File: src/rtl/press_sequencer.sv
// Push-button sequencer: short press increments, double press decrements, long press clears.
// Define BTN_SYNC_EN to pass btn through a 2-flop synchronizer (adds 2 cycles of latency).
module press_sequencer #(
  parameter int CLK_HZ  = 12_000_000,
  parameter int LONG_MS = 1000,
  parameter int DBL_MS  = 300,
  parameter int WIDTH   = 4
) (
  input  logic             real_clk,
  input  logic             rst_n,
  input  logic             btn,
  input  logic             en,
  output logic [WIDTH-1:0] count,
  output logic             evt_inc,
  output logic             evt_dec,
  output logic             evt_clr,
  output logic             busy
);

  localparam int LONG_T = CLK_HZ / 1000 * LONG_MS;
  localparam int DBL_T  = CLK_HZ / 1000 * DBL_MS;
  localparam int MAX_T  = (LONG_T > DBL_T) ? LONG_T : DBL_T;
  localparam int TW     = $clog2(MAX_T) + 1;
  localparam logic [TW-1:0] LONG_END = TW'(LONG_T - 1);
  localparam logic [TW-1:0] DBL_END  = TW'(DBL_T - 1);

  typedef enum logic [1:0] {IDLE, PRESS1, WAIT2, REL_WAIT} state_t;

  state_t        state;
  logic [TW-1:0] timer;
  logic          btn_q;
  logic          btn_s;
  logic          rise;

  function automatic logic [WIDTH-1:0] wrap_inc(input logic [WIDTH-1:0] c);
    return c + WIDTH'(1);
  endfunction

  function automatic logic [WIDTH-1:0] wrap_dec(input logic [WIDTH-1:0] c);
    return c - WIDTH'(1);
  endfunction

`ifdef BTN_SYNC_EN
  logic btn_p0;
  logic btn_p1;

  // Synchronizer stage boundary: resets to "pressed" so a held button never looks like an edge
  always_ff @(posedge real_clk or negedge rst_n) begin
    if (!rst_n) begin
      btn_p0 <= 1'b1;
      btn_p1 <= 1'b1;
    end else begin
      btn_p0 <= btn;
      btn_p1 <= btn_p0;
    end
  end

  assign btn_s = btn_p1;
`else
  assign btn_s = btn;
`endif

  assign rise = btn_s & ~btn_q;

  // Classifier stage boundary: events and count updates register on the same edge
  always_ff @(posedge real_clk or negedge rst_n) begin
    if (!rst_n) begin
      state   <= IDLE;
      timer   <= '0;
      btn_q   <= 1'b1;
      count   <= '0;
      evt_inc <= 1'b0;
      evt_dec <= 1'b0;
      evt_clr <= 1'b0;
      busy    <= 1'b0;
    end else begin
      btn_q   <= btn_s;
      evt_inc <= 1'b0;
      evt_dec <= 1'b0;
      evt_clr <= 1'b0;
      if (!en) begin
        state <= IDLE;
        timer <= '0;
        busy  <= 1'b0;
      end else begin
        case (state)
          IDLE: begin
            if (rise) begin
              state <= PRESS1;
              timer <= '0;
              busy  <= 1'b1;
            end
          end
          PRESS1: begin
            if (!btn_s) begin
              state <= WAIT2;
              timer <= '0;
            end else if (timer == LONG_END) begin
              evt_clr <= 1'b1;
              count   <= '0;
              state   <= REL_WAIT;
            end else begin
              timer <= timer + TW'(1);
            end
          end
          WAIT2: begin
            // A second press beats the window expiring in the same cycle
            if (rise) begin
              evt_dec <= 1'b1;
              count   <= wrap_dec(count);
              state   <= REL_WAIT;
            end else if (timer == DBL_END) begin
              evt_inc <= 1'b1;
              count   <= wrap_inc(count);
              state   <= IDLE;
              timer   <= '0;
              busy    <= 1'b0;
            end else begin
              timer <= timer + TW'(1);
            end
          end
          REL_WAIT: begin
            if (!btn_s) begin
              state <= IDLE;
              timer <= '0;
              busy  <= 1'b0;
            end
          end
          default: begin
            state <= IDLE;
            timer <= '0;
            busy  <= 1'b0;
          end
        endcase
      end
    end
  end

endmodule

File: config.mk
export PLATFORM = sky130hd
export DESIGN_NAME = press_sequencer
export DESIGN_NICKNAME = d
export VERILOG_FILES = /design/src/rtl/press_sequencer.sv
export SDC_FILE = /design/constraint.sdc
export NUM_CORES = 1
export LEC_CHECK = 0
export BUFFER_PORTS_ARGS = -buffer_cell sky130_fd_sc_hd__buf_2
export CAP_MARGIN = 10
export CORE_MARGIN = 4
export CORE_UTILIZATION = 60
export DETAILED_ROUTE_END_ITERATION = 10
export PLACE_DENSITY = 0.83
export RECOVER_POWER = 25
export SETUP_SLACK_MARGIN = 0.3
export SLEW_MARGIN = 10
export SYNTH_ARGS = -nofsm -noshare
export SYNTH_HDL_FRONTEND = slang
export SYNTH_SLANG_ARGS = --single-unit
File: constraint.sdc
create_clock -name real_clk -period 2.6 [get_ports real_clk]
set_clock_uncertainty 0.2 [all_clocks]
set_input_delay 0.52 -clock real_clk [delete_from_list [all_inputs] [get_ports real_clk]]
set_output_delay 0.52 -clock real_clk [all_outputs]
set_load 0.03 [all_outputs]
==> reports/metrics.cfg <==
[grt]
busiest_layer = met2
grt_use_met2 = 0.384
grt_pass1_vias = 2166
grt_max_degree = 37
gr-total-overflow = 0
grt_pass1_wl_mm = 10.0
grt.total_usage = 0.251
grtUsageMet1 = 0.347
antenna_found_initial = 0
use_met3 = 0.0489

[floorplanning]
fp.coreArea_mm2 = 0.00372
die_h_um = 70.3
rows = 22
start_util = 0.627
dieArea_mm2 = 0.00495
pin_count = 12
die_x_um = 70.3

[setup_path]
path_class = flip-flop to flip-flop
critPathSlowestCell = or4_4
crit_arrival_ns = 2.52
cp_max_fo = 5
crit_buf_inv = 1
start_kind = flip-flop
worstSetupEndpointType = flip-flop
cp_slowest_stage_delay_ns = 0.69
cpLargestDelayFamily = simple AND/OR/NAND/NOR gates
critPathRequiredTime_ns = 2.59
worstPathCellList = nor4bb_4 > nand4_1 > or4_4 > clkbuf_16 > a21oi_1 > a31oi_1 > o31ai_1

[sta]
fmax_mhz = 396
tns_ns = 0
maxSlewHeadroom = 0.468
setup_violations = 0
report.final.slew_viol_count = 0
setup_ws_ns = 0.0724
post-route-period-util = 0.972
worst_pin_slew_ns = 0.798
period_minus_slack_ns = 2.53
rsz0062_at_grt = yes
hold_violations = 0
holdWs_ns = 0.108

[final_layout]
fin_util = 0.819
multiInputGateArea_mm2 = 0.00151
seq_area_um2 = 906
fill_cells = 202
final_nets = 319
stdcell_count = 354
n_antenna_cell = 0
areaGrowthSynthToFinish_pct = 30.5
drive_gt1_frac = 0.337

[yosys]
synth.distinct_cells = 53
synth_edf_count = 0
avgSynthCellArea_um2 = 8.90
yosysWarnings = 0
ys.flop_type = dfrtp_1
netlist_instances = 262
synth_area_mm2 = 0.00233
async_flop_share = 1.00
synth_fp_nets = 275
ys_ff_latch = 36
seq_area_frac_synth = 0.387

[placement]
gp_congestion = 0.887
port_buffers = 11
dpl.hpwl_mm = 3.87
dp_slack_ns = 0.0589
dp.cells = 321

[routing]
ant_nets = 0
routedWlPerCell_um = 20.2
first_pass_iters = 5
vias = 2411
drtIter0Drc = 283
drc_errors = 0
finalWirelength_mm = 7.14
via_per_inst = 6.81

[power]
cellPowerDensity_mw_per_mm2 = 538
p_leak_nw = 1.29
vdd.ir_drop.worst_mv = 0.486

[clocking]
cts_buffer_depth = 2
cts_buffers = 5
cts_tree = yes
clk_latency_ns = 0.29
h-tree-depth = 2
cts_sinks = 36
cts-hold-fix-buffers = 0
clockRootBuffer = clkbuf_8
path_clk_slew_ns = 0.07

[run]
maxCapViolations = 0

[hold_path]
hp-class = primary input to async pin

[status]
outcome = finished, final reports clean

[stage by stage]
step / instance area, um^2 / total power [mW]
after detailed placement: 2510 / 1.11
final: 3040 / 1.64
after CTS: 2750 / 1.58
after global routing: 3040 / 1.72
after floorplan: 2360 / 0.964
after global placement: 2510 / 1.10
[final cells by class]
cell class,instances,share of cell area
flip-flops and latches,36,0.298
repair buffers,51,0.141
multi-input cells,201,0.497
well taps,48,0.0197
clock buffers,7,0.0317
inverters,11,0.0136
[cell usage in the layout (no fill, tap or decap), drive strengths merged, types with 2 or more instances in the layout]
cell type	instances
mux2	2
dfrtp	35
o311ai	2
or4	3
a31oi	19
inv	11
a21oi	19
a32oi	3
nand2	41
buf	49
nor4b	2
ha	8
o21ai	4
nor4	2
o21a	2
nand4	7
a21o	5
or3	2
nand3	13
nor2	12
a22oi	2
o22ai	2
o31ai	18
nor2b	2
and2	3
clkbuf	9
nor4bb	2
mux2i	3
and3	5
o41ai	4
[power breakdown]
part / internal [mW] / total (mW) / switching [mW]
Sequential: 0.599 / 0.645 / 0.0465
Clock: 0.236 / 0.435 / 0.199
Combinational: 0.215 / 0.558 / 0.344
Total: 1.05 / 1.64 / 0.589
[Yosys cell counts, types with 2 or more instances]
| library cell | n | area share |
|---|---|---|
| o31ai_1 | 18 | 0.058 |
| a21oi_1 | 18 | 0.039 |
| nor2b_1 | 2 | 0.0054 |
| and2_1 | 3 | 0.0081 |
| or3_1 | 2 | 0.0054 |
| nor2_1 | 12 | 0.019 |
| and3_1 | 5 | 0.013 |
| buf_4 | 3 | 0.0097 |
| a31oi_1 | 19 | 0.051 |
| o21ai_0 | 3 | 0.0064 |
| inv_1 | 11 | 0.018 |
| nor4b_1 | 2 | 0.0075 |
| nand3_2 | 2 | 0.0086 |
| o41ai_1 | 3 | 0.011 |
| buf_6 | 4 | 0.019 |
| a22oi_1 | 2 | 0.0064 |
| clkbuf_1 | 7 | 0.011 |
| o311ai_0 | 2 | 0.0075 |
| o21a_1 | 2 | 0.0064 |
| nor4bb_1 | 2 | 0.0086 |
| dfrtp_1 | 35 | 0.38 |
| o22ai_1 | 2 | 0.0054 |
| nand4_1 | 7 | 0.019 |
| mux2i_1 | 3 | 0.013 |
| nor4_1 | 2 | 0.0054 |
| a32oi_1 | 3 | 0.011 |
| ha_1 | 8 | 0.043 |
| nand3_1 | 11 | 0.024 |
| a21o_1 | 5 | 0.016 |
| mux2_2 | 2 | 0.0097 |
| nand2_1 | 40 | 0.064 |
[flip-flops by register name, summed over array words and instances (netlist names)]
name and flops:
timer 25, count 4, state 2, btn_q 1, busy 1, evt_clr 1, evt_dec 1, evt_inc 1
[worst reg2reg max path, delay by kind of cell, from the launching register on]
family,cells,cell delay (ns)
compound gates,3,0.34
flops,1,0.44
buf+inv,1,0.21
simple gates,3,1.24
[final timing paths]
kind,from,to,slack (ns),depth (start not counted)
min in group real_clk,btn,btn_q$_DFF_PN1_,0.27,1
max in group asynchronous,rst_n,timer[22]$_DFFE_PN0P_,1.53,1
max,timer[22]$_DFFE_PN0P_,timer[12]$_DFFE_PN0P_,0.07,7
min reg2reg,timer[8]$_DFFE_PN0P_,timer[8]$_DFFE_PN0P_,0.33,1
max reg2reg,timer[22]$_DFFE_PN0P_,timer[12]$_DFFE_PN0P_,0.07,7
min,rst_n,count[1]$_DFFE_PN0P_,0.11,1
[timing repair]
action                     4_1_cts  5_1_grt
gates resized for setup         19       30
setup buffers                   10       14
pin swaps                        9        6
setup endpoints to repair       31       32
cloned                           0        2
[cells by family (layout without fill, tap and decap cells)]
group / Yosys count / after routing / synth area share
flip-flops: 36 / 36 / 0.387
multiplexers: 5 / 5 / 0.0225
adder cells (fa/ha/maj): 9 / 9 / 0.0515
XOR/XNOR: 1 / 1 / 0.00376
AND/OR/NAND/NOR: 97 / 98 / 0.213
buffers and inverters: 26 / 69 / 0.0601
AO/OA/AOI/OAI: 88 / 88 / 0.262
[metal layers]
layer | up-vias | share of wire
met5 | - | 0
met4 | 0 | 0.045
met3 | 35 | 0.077
met2 | 147 | 0.48
met1 | 1151 | 0.40
li1 | 1078 | -
Power figures use the tool's default switching activity.
